--- config.mk ---
export PLATFORM = sky130hd
export DESIGN_NAME = mul_div_unit
export DESIGN_NICKNAME = d
export VERILOG_FILES = /design/src/rtl/mul_div_unit.sv
export SDC_FILE = /design/constraint.sdc
export NUM_CORES = 1
export LEC_CHECK = 0
export BUFFER_PORTS_ARGS = -buffer_cell sky130_fd_sc_hd__buf_2
export CAP_MARGIN = 40
export CORE_ASPECT_RATIO = 1.2
export CORE_MARGIN = 2
export CORE_UTILIZATION = 30
export CTS_BUF_LIST = sky130_fd_sc_hd__clkbuf_8
export DETAILED_ROUTE_END_ITERATION = 10
export GPL_TIMING_DRIVEN = 0
export PLACE_DENSITY = 0.59
export RECOVER_POWER = 50
export SLEW_MARGIN = 10
export SYNTH_ARGS = -nofsm -noshare
export SYNTH_HDL_FRONTEND = slang
export SYNTH_SLANG_ARGS = --single-unit
--- constraint.sdc ---
create_clock -name clock -period 4.2 [get_ports clock]
set_input_delay 0.42 -clock clock [delete_from_list [all_inputs] [get_ports clock]]
set_output_delay 0.42 -clock clock [all_outputs]
set_load 0.02 [all_outputs]
--- src/rtl/mul_div_unit.sv ---
// Multi-cycle signed multiply (radix-2 Booth) / divide (non-restoring); divide hardware only with MULDIV_DIV_EN.
// Latency: fixed WIDTH+2 cycles from start sampled to done, independent of operand values.
// Backpressure: none; start is ignored unless IDLE, result/div_by_zero hold until next done or clear.
module mul_div_unit #(
  parameter int WIDTH = 32
) (
  input  logic               clock,
  input  logic               clear,
  input  logic               start,
  input  logic               op,
  input  logic [WIDTH-1:0]   a,
  input  logic [WIDTH-1:0]   b,
  output logic               busy,
  output logic               done,
  output logic [2*WIDTH-1:0] result,
  output logic               div_by_zero
);

  localparam int CW = $clog2(WIDTH + 1);

  typedef enum logic [2:0] {IDLE, MUL, DIV, FIX, DONE} state_t;
  state_t state, state_nxt;

  logic [CW-1:0]      cnt;
  logic               last;
  logic               op_q;
  logic [WIDTH-1:0]   a_q;
  logic [2*WIDTH:0]   acc;
  logic               booth_q;
  logic [WIDTH:0]     a_ext;
  logic [WIDTH:0]     hi_sum;
  logic [2*WIDTH:0]   acc_nxt;
  logic [2*WIDTH-1:0] fix_result;
  logic               fix_dbz;

  assign last  = (cnt == CW'(WIDTH - 1));
  // Hi half carries one guard bit so subtracting the most-negative multiplicand cannot wrap.
  assign a_ext = {a_q[WIDTH-1], a_q};

  always_comb begin
    hi_sum = acc[2*WIDTH:WIDTH];
    case ({acc[0], booth_q})
      2'b10:   hi_sum = acc[2*WIDTH:WIDTH] - a_ext;
      2'b01:   hi_sum = acc[2*WIDTH:WIDTH] + a_ext;
      default: hi_sum = acc[2*WIDTH:WIDTH];
    endcase
    acc_nxt = {hi_sum[WIDTH], hi_sum, acc[WIDTH-1:1]};
  end

`ifdef MULDIV_DIV_EN
  logic [WIDTH-1:0]   b_q;
  logic [WIDTH-1:0]   quo, dvs;
  logic [WIDTH+1:0]   rem;
  logic [WIDTH-1:0]   a_mag, b_mag;
  logic [WIDTH+1:0]   dvs_ext, rem_sh, rem_nxt;
  logic [WIDTH-1:0]   rem_fix, rem_sgn, quo_sgn;

  // Unsigned W-bit magnitudes: the most-negative value maps to 2^(W-1), which still fits.
  assign a_mag   = a[WIDTH-1] ? (0 - a) : a;
  assign b_mag   = b[WIDTH-1] ? (0 - b) : b;
  assign dvs_ext = {2'b00, dvs};
  assign rem_sh  = {rem[WIDTH:0], quo[WIDTH-1]};
  assign rem_nxt = rem[WIDTH+1] ? (rem_sh + dvs_ext) : (rem_sh - dvs_ext);
  assign rem_fix = rem[WIDTH+1] ? (rem[WIDTH-1:0] + dvs) : rem[WIDTH-1:0];
  assign quo_sgn = (a_q[WIDTH-1] ^ b_q[WIDTH-1]) ? (0 - quo) : quo;
  assign rem_sgn = a_q[WIDTH-1] ? (0 - rem_fix) : rem_fix;
`endif

  always_comb begin
    fix_result = acc[2*WIDTH-1:0];
    fix_dbz    = 1'b0;
    if (op_q) begin
`ifdef MULDIV_DIV_EN
      if (b_q == '0) begin
        fix_result = {a_q, {WIDTH{1'b1}}};
        fix_dbz    = 1'b1;
      end else begin
        fix_result = {rem_sgn, quo_sgn};
      end
`else
      fix_result = '0;
`endif
    end
  end

  always_ff @(posedge clock) begin
    if (clear) state <= IDLE;
    else       state <= state_nxt;
  end

  always_comb begin
    state_nxt = state;
    case (state)
`ifdef MULDIV_DIV_EN
      IDLE: if (start) state_nxt = op ? DIV : MUL;
      DIV:  if (last)  state_nxt = FIX;
`else
      IDLE: if (start) state_nxt = MUL;
`endif
      MUL:  if (last)  state_nxt = FIX;
      FIX:  state_nxt = DONE;
      DONE: state_nxt = IDLE;
      default: state_nxt = IDLE;
    endcase
  end

  always_comb begin
    busy = (state == MUL) || (state == DIV) || (state == FIX);
    done = (state == DONE);
  end

  always_ff @(posedge clock) begin
    if (clear) begin
      result      <= '0;
      div_by_zero <= 1'b0;
      cnt         <= '0;
    end else begin
      case (state)
        IDLE: if (start) begin
          a_q     <= a;
          op_q    <= op;
          cnt     <= '0;
          acc     <= {{(WIDTH+1){1'b0}}, b};
          booth_q <= 1'b0;
`ifdef MULDIV_DIV_EN
          b_q     <= b;
          quo     <= a_mag;
          dvs     <= b_mag;
          rem     <= '0;
`endif
        end
        MUL: begin
          acc     <= acc_nxt;
          booth_q <= acc[0];
          cnt     <= cnt + 1'b1;
        end
`ifdef MULDIV_DIV_EN
        DIV: begin
          rem <= rem_nxt;
          quo <= {quo[WIDTH-2:0], ~rem_nxt[WIDTH+1]};
          cnt <= cnt + 1'b1;
        end
`endif
        FIX: begin
          result      <= fix_result;
          div_by_zero <= fix_dbz;
        end
        default: ;
      endcase
    end
  end

endmodule
==> impl_metrics.csv, run 1 <==
group,metric,value,unit
power,peakVddDrop,0.0001750,V
layout,drive_gt1_share,17.28,%
global_route,grt_pass1_vias,7699,
sta,min_period,4.116,ns
sta,finalSetupViolCount,0,
layout,diodes,0,
route,route.detailed.drc,0,
global_route,grt.overflow.total,0,
global_route,grt_pass1_wl,40080,um
yosys,synth_ff_type,"edfxtp_1",
cts,htree_levels,4,
die,num_rows,69,
die,ioPinCount,135,
sta,drv_slew,33,
placed_design,place.port_buffers,132,
global_route,antenna_found_initial,0,
setup_path,endpoint_kind,"flop",
yosys,yosys.cell_types.count,60,
die,core,29700,sq um
placed_design,place.gp.congestion,0.8489,
layout,area_delta_synth_final,22.87,%
sta,worstMarginPinSlew,1.747,ns
yosys,syn_nets,1078,
sta,hold_viol_final,0,
setup_path,crit_arrival,4.45,ns
cts,ctsRootBufferMaster,"clkbuf_8",
global_route,grt_max_degree,33,
sta,post-route-period-util,98.00,%
yosys,synth_edf_count,98,
route,vias,7671,
die,start_util,30.49,%
global_route,track_usage,16.13,%
flow_run,max-cap-violations,1,
yosys,synth_area_leaders,"edfxtp_1 (33%), dfxtp_1 (16%), a21oi_1 (6.7%)",
yosys,synth.ff_latch_count,171,
worst_hold_path,hold_path_class,"primary input to flop",
yosys,syn_area_per_cell,9.295,sq um
route,drt-total-wl,25220,um
die,die_area,31590,sq um
yosys,synth_top_area_share,32.50,%
sta,clock_skew,0.01336,ns
yosys,synthCells,974,
setup_path,crit_type,"flop to flop",
setup_path,cp-start-kind,"flop",
cts,cts_sinks,171,
sta,setup_tns,0,ns
yosys,synth_top_cell_by_area,"edfxtp_1",
yosys,synth.cell_area,9054,sq um
cts,cts_made_buffers,17,
route,viasPerCell,4.939,
cts,clockBufferDepth,2,
power,powerDensity,360.7,nW/um^2
yosys,yosys_warnings,0,
die,die_h,194.3,um
outcome,status,"complete, but fails checks",
outcome,violations,"max-capacitance violations, max-slew violations",
cts,clk_latency,0.48,ns
yosys,ys_seq_area_share,48.65,%
cts,cts_tree,"yes",
route,drtAntennaViolNets,0,
route,routedWlPerCell,16.24,um
sta,fmax,0.2430,GHz
sta,rsz0062_at_grt,"yes",
sta,worst_slew_margin_rel,-16.46,%
layout,layout.nets,1254,
setup_path,critPathMaxFanout,6,
route,drt-initial-drc-count,439,
die,chipWidth,162.6,um
placed_design,dp_hpwl,18780,um
yosys,synthArstFlopShare,0,%
power,leakagePower,0.004124,uW
setup_path,required,4.53,ns
cts,clk_pin_slew_worst_paths,0.10,ns
route,first_pass_iters,5,
power,p_total,4013,uW
[worst paths after layout]
path | start | end | slack (ns) | cells past startpoint
worst min-delay path | a[1] | a_q[1] | 0.11 | 1
worst max register to register | a_q[0] | acc[63] | 0.08 | 17
worst max-delay path | a_q[0] | acc[63] | 0.08 | 17
worst min register to register | result[48] | result[48] | 0.50 | 2
[cell families (layout without fill, tap and decap cells)]
logic type | count (synthesis) | after routing | synth area share (%)
other | 1 | 1 | 0.04142
buffers and inverters | 70 | 259 | 3.109
XOR/XNOR | 58 | 58 | 5.611
adder cells (fa/ha/maj) | 36 | 36 | 5.058
AO/OA/AOI/OAI | 227 | 227 | 15.05
AND/OR/NAND/NOR | 406 | 406 | 21.92
flip-flops | 171 | 171 | 48.65
multiplexers | 5 | 5 | 0.5666
[routing by layer]
metal / part of all wire [%] / wire length [um] / GRT usage [%]
met1: 43 / 10960 / 20.23
met2: 50 / 12560 / 27.61
met3: 4.2 / 1070 / 2.924
met4: 2.5 / 626 / 5.900
met5: 0 / 0 / 0
[critical path: stages (launching register included)]
cell	delay (ns)
edfxtp_1	0.40
inv_1	0.08
ha_2	0.17
or4b_4	0.47
or4_4	0.51
nor3_4	0.21
buf_4	0.15
a21oi_2	0.06
xor2_2	0.19
ha_1	0.30
buf_4	0.15
a21o_1	0.16
a21oi_2	0.16
o21ai_2	0.09
a211oi_2	0.22
xnor2_2	0.14
or3_1	0.38
a21oi_2	0.13
[flip-flops by register name, indices dropped and copies added, names as in the netlist]
name     count
booth_q      1
result      64
state        3
op_q         1
acc         64
cnt          6
a_q         32
[repair_timing]
| item | 4_1_cts | 5_1_grt |
|---|---|---|
| pin swaps | 21 | 14 |
| hold buffers | 0 | 0 |
| setup endpoints to repair | 16 | 15 |
| gates resized for setup | 32 | 46 |
| setup buffers | 18 | 12 |
[through the flow]
| step | setup WS, ns | hold WS (ns) | area [sq um] | util, % | instances |
|---|---|---|---|---|---|
| finish | 0.08410 | 0.1138 | 11120 | 37.46 | 1553 |
| global route | -0.08713 | 0.08405 | 11120 | 37.46 | 1553 |
| CTS | 0.01163 | 0.07782 | 10950 | 36.86 | 1545 |
| detailed placement | -0.5878 | 0.4767 | 10320 | 34.75 | 1500 |
| global placement | -0.4900 | 0.4668 | 10210 | 34.37 | 1496 |
| floorplan | 0.01909 | 0.4487 | 9057 | - | 974 |
[synth_stat cells (all sizes together), types with 25 or more instances]
| cell | count |
|---|---|
| nor2 | 144 |
| o21ai | 28 |
| ha | 35 |
| nand2 | 117 |
| edfxtp | 98 |
| dfxtp | 73 |
| xnor2 | 25 |
| nor3b | 65 |
| a21oi | 122 |
| clkbuf | 52 |
| xor2 | 33 |
[layout by cell type, fill, tap and decap left out, types with 4 or more instances in the layout]
master / count
edfxtp_1: 98
and2_1: 5
dfxtp_1: 73
buf_4: 31
mux2i_1: 4
o21ai_0: 22
ha_2: 5
clkbuf_8: 17
nor3b_1: 64
inv_6: 4
o21a_1: 4
and3_1: 4
nand3_1: 9
nor2_2: 4
xnor2_1: 23
inv_1: 10
nor3_1: 15
nor2b_1: 4
ha_1: 28
o21bai_1: 5
a21oi_2: 11
xor2_1: 32
a211oi_2: 4
a21o_1: 17
nor2_1: 139
inv_8: 5
a22o_1: 14
clkbuf_1: 112
or3_1: 5
nand2_1: 114
buf_2: 66
o31ai_1: 4
a21oi_1: 111
nand4_1: 7
nand2b_1: 4
[where the power goes]
group / total, uW / leakage, uW / internal (uW) / switching (uW)
logic: 945 / 0.00241 / 404 / 541
clock network: 1150 / 0.000194 / 442 / 711
registers: 1910 / 0.00152 / 1860 / 54.6
[area by class of cell]
class,count,area (sq um)
fillers,3133,18570
multi-input cells,733,4712
plain buffers,51,211.5
well taps,390,488.0
inverters,10,37.54
flip-flops and latches,171,4404
clock inverters,15,146.4
clock buffers,17,234.0
repair buffers,166,890.9
No activity file was read; power rests on OpenSTA's default activity.
==> run 2: changes to the inputs <==
Clock period 4.2 ns to 3.6 ns, I/O delays scaled along.
==> run 2 against run 1 <==
  * The run ends with max-capacitance violations, max-slew violations, negative setup slack left
  * Critical path depth is 2 lower
  * Clock-buffer cell count is the same
  * First-iteration DRC count is 7.1% lower
  * Sequential share of layout area shrank 0.24 points
  * Hold slack worse by 0.056 ns
  * Die area unchanged
  * Flip-flop and latch count is the same
  * Global-route usage rose by 0.071 points
  * Register-to-register slack worse by 0.57 ns
  * Via count is essentially flat
  * Sequential power rose by 17%
  * Utilization grew 0.23 points
  * Highest routed layer unchanged
==> impl_metrics.csv, run 2 (synthesized netlist as in run 1, its figures left out) <==
group,metric,value,unit
sta,fin_ws,-0.4826,ns
cts,htree_levels,4,
flow_run,max-cap-violations,1,
die,die_h,194.3,um
route,drtAntennaViolNets,0,
route,vias,7678,
worst_hold_path,hold_path_class,"primary input to flop",
layout,post-route-util,37.69,%
layout,diodes,0,
layout,fin_area,11190,sq um
setup_path,crit_arrival,4.40,ns
cts,clk_latency,0.48,ns
setup_path,cp-start-kind,"flop",
sta,finalSetupViolCount,16,
die,ioPinCount,135,
sta,worstMarginPinSlew,1.746,ns
die,num_rows,69,
layout,largest_registers,"acc (64), result (64), a_q (32)",
layout,layout.nets,1263,
sta,min_period,4.083,ns
route,routedWlPerCell,16.14,um
global_route,track_usage,16.20,%
setup_path,r2r-start,"a_q[11]",
power,leakagePower,0.004159,uW
placed_design,place.gp.congestion,0.8631,
placed_design,place.port_buffers,132,
cts,ctsHoldBuffers,0,
power,powerDensity,423.7,nW/um^2
setup_path,crit_type,"flop to flop",
route,first_pass_iters,4,
die,chipWidth,162.6,um
sta,holdWs,0.05827,ns
route,route.detailed.drc,0,
setup_path,endpoint_kind,"flop",
sta,post-route-period-util,113.4,%
setup_path,setup.worst_path.start,"a_q[11]",
cts,cts_made_buffers,17,
cts,cts_sinks,171,
layout,drive_gt1_share,18.52,%
sta,fmax,0.2449,GHz
layout,area_delta_synth_final,23.63,%
placed_design,place_ws,-0.8593,ns
global_route,grt_max_degree,33,
layout,fillerInstances,3119,
global_route,grt_pass1_wl,40410,um
global_route,grt_pass1_vias,7870,
placed_design,place_area,10340,sq um
die,start_util,30.49,%
layout,final_cell_mix,"nor2_1 (140), nand2_1 (115), a21oi_1 (112), clkbuf_1 (109), edfxtp_1 (98)",
cts,ctsRootBufferMaster,"clkbuf_8",
outcome,status,"complete, but fails checks",
setup_path,required,3.92,ns
layout,final_common_cell,"nor2_1",
sta,hold_viol_final,0,
die,core,29700,sq um
power,p_total,4743,uW
global_route,antenna_found_initial,0,
cts,cts_tree,"yes",
route,viasPerCell,4.915,
sta,clock_skew,0.01420,ns
placed_design,dp_hpwl,18770,um
route,drt-total-wl,25210,um
route,drt-initial-drc-count,408,
cts,clockBufferDepth,2,
cts,clk_pin_slew_worst_paths,0.11,ns
sta,worst_slew_margin_rel,-16.42,%
worst_hold_path,hold_start,"op",
sta,rsz0062_at_grt,"yes",
setup_path,r2r_slack,-0.48,ns
power,peakVddDrop,0.0001843,V
sta,drv_slew,33,
outcome,violations,"max-capacitance violations, max-slew violations, negative setup slack",
global_route,grt.overflow.total,0,
setup_path,critPathMaxFanout,5,
die,die_area,31590,sq um
run 2: cell type report:
class	count	area [sq um]	area share (%)
repair buffers	175	927.1	8.283
clock buffers	17	234.0	2.090
plain buffers	51	214.0	1.911
inverters	10	37.54	0.3353
well taps	390	488.0	4.360
flip-flops and latches	171	4404	39.35
clock inverters	15	151.4	1.353
multi-input cells	733	4737	42.32
run 2: routing by layer:
| metal | vias up | track usage [%] | wire length [um] |
|---|---|---|---|
| li1 | 3831 | - | - |
| met1 | 3661 | 19.62 | 10950 |
| met2 | 148 | 28.48 | 12620 |
| met3 | 38 | 2.924 | 913 |
| met4 | 0 | 6.129 | 731 |
| met5 | - | 0 | 0 |
run 2: final timing paths:
kind,end,cells after the start
setup / recovery,acc[63],15
hold / removal,op_q,1
setup reg to reg,acc[63],15
hold reg to reg,state[1],2
run 2: critical path, stage by stage (launching register included):
cell and delay (ns):
edfxtp_1 0.40, or3_4 0.43, or4_4 0.43, or2_4 0.27, nor4_4 0.24, buf_4 0.17
a21oi_1 0.06, xor2_1 0.19, ha_1 0.36, nand4_1 0.16, or2_4 0.29, nor4_4 0.14
a211oi_2 0.12, xnor2_2 0.18, or3_1 0.37, a21oi_1 0.13
run 2: metrics by stage:
step,TNS (ns),cells
after floorplan,-3.568,974
after global placement,-46.38,1496
after detailed placement,-11.45,1499
after CTS,-5.828,1555
after global routing,-9.332,1562
final,-5.197,1562
run 2: what timing repair did:
item / 4_1_cts / 5_1_grt
pin swaps: 44 / 9
setup buffers: 31 / 9
endpoints found under the setup margin: 22 / 26
resized for setup: 44 / 33
run 2: power by group:
group	total (uW)	internal (uW)	switching (uW)
logic	1140	492	646
clock network	1370	571	800
registers	2230	2170	64.0
total	4740	3230	1510
==> run 3: changes to the inputs <==
Settings changed: CORE_UTILIZATION 30 to 44, PLACE_DENSITY 0.59 to 0.77.
==> run 3 against run 2 <==
  * The run still ends with max-capacitance violations, max-slew violations, negative setup slack left
  * Routed wire length down 4.2%
  * Sequential share of layout area down 0.55 points
  * Hold slack worse by 0.0088 ns
  * Sequential power about the same
  * Critical path depth up 1
  * Final cell count down 6.9%
  * Flip-flop and latch count unchanged
  * Cell area up 1.4%
==> impl_metrics.csv, run 3 (synthesized netlist as in run 1, its figures left out) <==
group,metric,value,unit
global_route,grt_pass1_vias,7783,
sta,drv_slew,33,
route,drt-total-wl,24150,um
route,routedWlPerCell,16.61,um
cts,clockBufferDepth,2,
route,drtAntennaViolNets,0,
power,leakagePower,0.004305,uW
route,first_pass_iters,5,
cts,cts_tree,"yes",
setup_path,endpoint_kind,"flop",
die,start_util,44.70,%
sta,rsz0062_at_grt,"yes",
worst_hold_path,hold_start,"op",
global_route,grt_max_degree,33,
route,viasPerCell,5.461,
sta,holdWs,0.04952,ns
sta,min_period,4.151,ns
placed_design,place_ws,-0.8679,ns
cts,cts_made_buffers,17,
setup_path,cp-start-kind,"flop",
route,drt-initial-drc-count,570,
outcome,status,"complete, but fails checks",
global_route,grt_pass1_wl,37730,um
cts,clk_pin_slew_worst_paths,0.11,ns
worst_hold_path,hold_path_class,"primary input to flop",
layout,drive_gt1_share,20.94,%
die,chipWidth,134.9,um
setup_path,critPathMaxFanout,6,
setup_path,crit_arrival,4.38,ns
cts,cts_sinks,171,
worst_hold_path,whs_path_depth,1,
placed_design,place.gp.congestion,0.9112,
die,num_rows,57,
die,ioPinCount,135,
route,route.detailed.drc,0,
sta,worst_slew_margin_rel,-14.61,%
layout,diodes,0,
sta,clock_skew,0.01434,ns
layout,largest_registers,"acc (64), result (64), a_q (32)",
setup_path,r2r-start,"a_q[1]",
layout,layout.nets,1280,
cts,clk_latency,0.48,ns
route,vias,7941,
placed_design,place_inst,1374,
worst_hold_path,min_to,"op_q",
setup_path,critical-path-max-stage-delay,0.50,ns
sta,worstMarginPinSlew,1.719,ns
placed_design,dp_hpwl,17130,um
power,peakVddDrop,0.0002590,V
placed_design,place.port_buffers,132,
setup_path,crit_type,"flop to flop",
power,p_total,4829,uW
layout,area_delta_synth_final,25.37,%
global_route,grt.overflow.total,0,
die,core,20250,sq um
setup_path,slowest_stage,"or4_4",
sta,fin_ws,-0.5510,ns
flow_run,max-cap-violations,1,
sta,setup_tns,-5.811,ns
cts,ctsHoldBuffers,0,
setup_path,r2r_slack,-0.55,ns
sta,post-route-period-util,115.3,%
power,powerDensity,425.4,nW/um^2
sta,fmax,0.2409,GHz
global_route,antenna_found_initial,0,
global_route,track_usage,21.92,%
setup_path,timing.rr.end,"acc[56]",
die,die_h,161.1,um
cts,htree_levels,4,
sta,hold_viol_final,0,
layout,final_cell_mix,"nor2_1 (141), nand2_1 (114), clkbuf_1 (110), a21oi_1 (109), edfxtp_1 (98)",
die,die_area,21740,sq um
layout,final_common_cell,"nor2_1",
sta,finalSetupViolCount,19,
setup_path,path_cells,"inv_1 > ha_2 > or4b_4 > or4_4 > nor2_1 > nor2_1 > xor2_1 > ha_1 > a21oi_2 > o211ai_1 > a21oi_2 > inv_1 > a221o_1 > a31oi_1 > xnor2_1 > a22o_1",
layout,layout.cells.non_filler,1454,
setup_path,required,3.83,ns
setup_path,rr_worst_depth,16,
outcome,violations,"max-capacitance violations, max-slew violations, negative setup slack",
cts,ctsRootBufferMaster,"clkbuf_8",
==> run 3: per-layer routing <==
metal	up-vias	track usage [%]	wire [um]	part of all wire (%)
li1	3874	-	-	-
met1	3766	26.58	10030	42
met2	240	37.61	11960	50
met3	61	3.547	1136	4.7
met4	0	10.98	1018	4.2
met5	-	0	0	0
==> run 3: critical path, delay by kind of cell (launching register included) <==
family,cells,cell delay [ns]
AOI/OAI and AO/OA,6,1.31
xor gates and xnor gates,2,0.31
buffers and inverters,2,0.18
and+or+nand+nor,4,1.19
adders and majority gates,2,0.50
DFF,1,0.41
==> run 3: timing repair <==
action                     4_1_cts  5_1_grt
setup endpoints to repair       22       23
setup buffers                   37       20
gates resized for setup         65       46
pin swaps                       38       35
gates cloned                     0        0
==> run 3: worst max path at each step <==
stage	cells past startpoint	to	startpoint
2_1_floorplan	15	acc[63]	a_q[11]
3_3_place_gp	17	acc[63]	a_q[0]
3_5_place_dp	17	acc[63]	a_q[0]
4_1_cts	15	acc[60]	a_q[0]
5_1_grt	16	acc[56]	a_q[0]
6_report	16	acc[56]	a_q[1]
==> run 3: final cells by class <==
cell class,count,area (sq um)
well taps,265,331.6
fillers,1862,8904
clock buffers,18,247.7
inverters,10,37.54
clock inverters,14,145.1
flip-flops and latches,171,4404
multi-input cells,733,4885
repair buffers,192,1080
plain buffers,51,220.2
==> run 3: metrics by stage <==
| step | area [sq um] | utilization, % |
|---|---|---|
| global route | 11350 | 56.04 |
| CTS | 11110 | 54.84 |
| detailed placement | 10200 | 50.34 |
| finish | 11350 | 56.04 |
| floorplan | 9124 | - |
| global placement | 10120 | 49.94 |
==> run 3: where the power goes <==
part,internal (uW),switching [uW],leakage [uW],total [uW]
Clock,540,814,0.000202,1350
Sequential,2170,66.2,0.00152,2240
Combinational,551,687,0.00258,1240
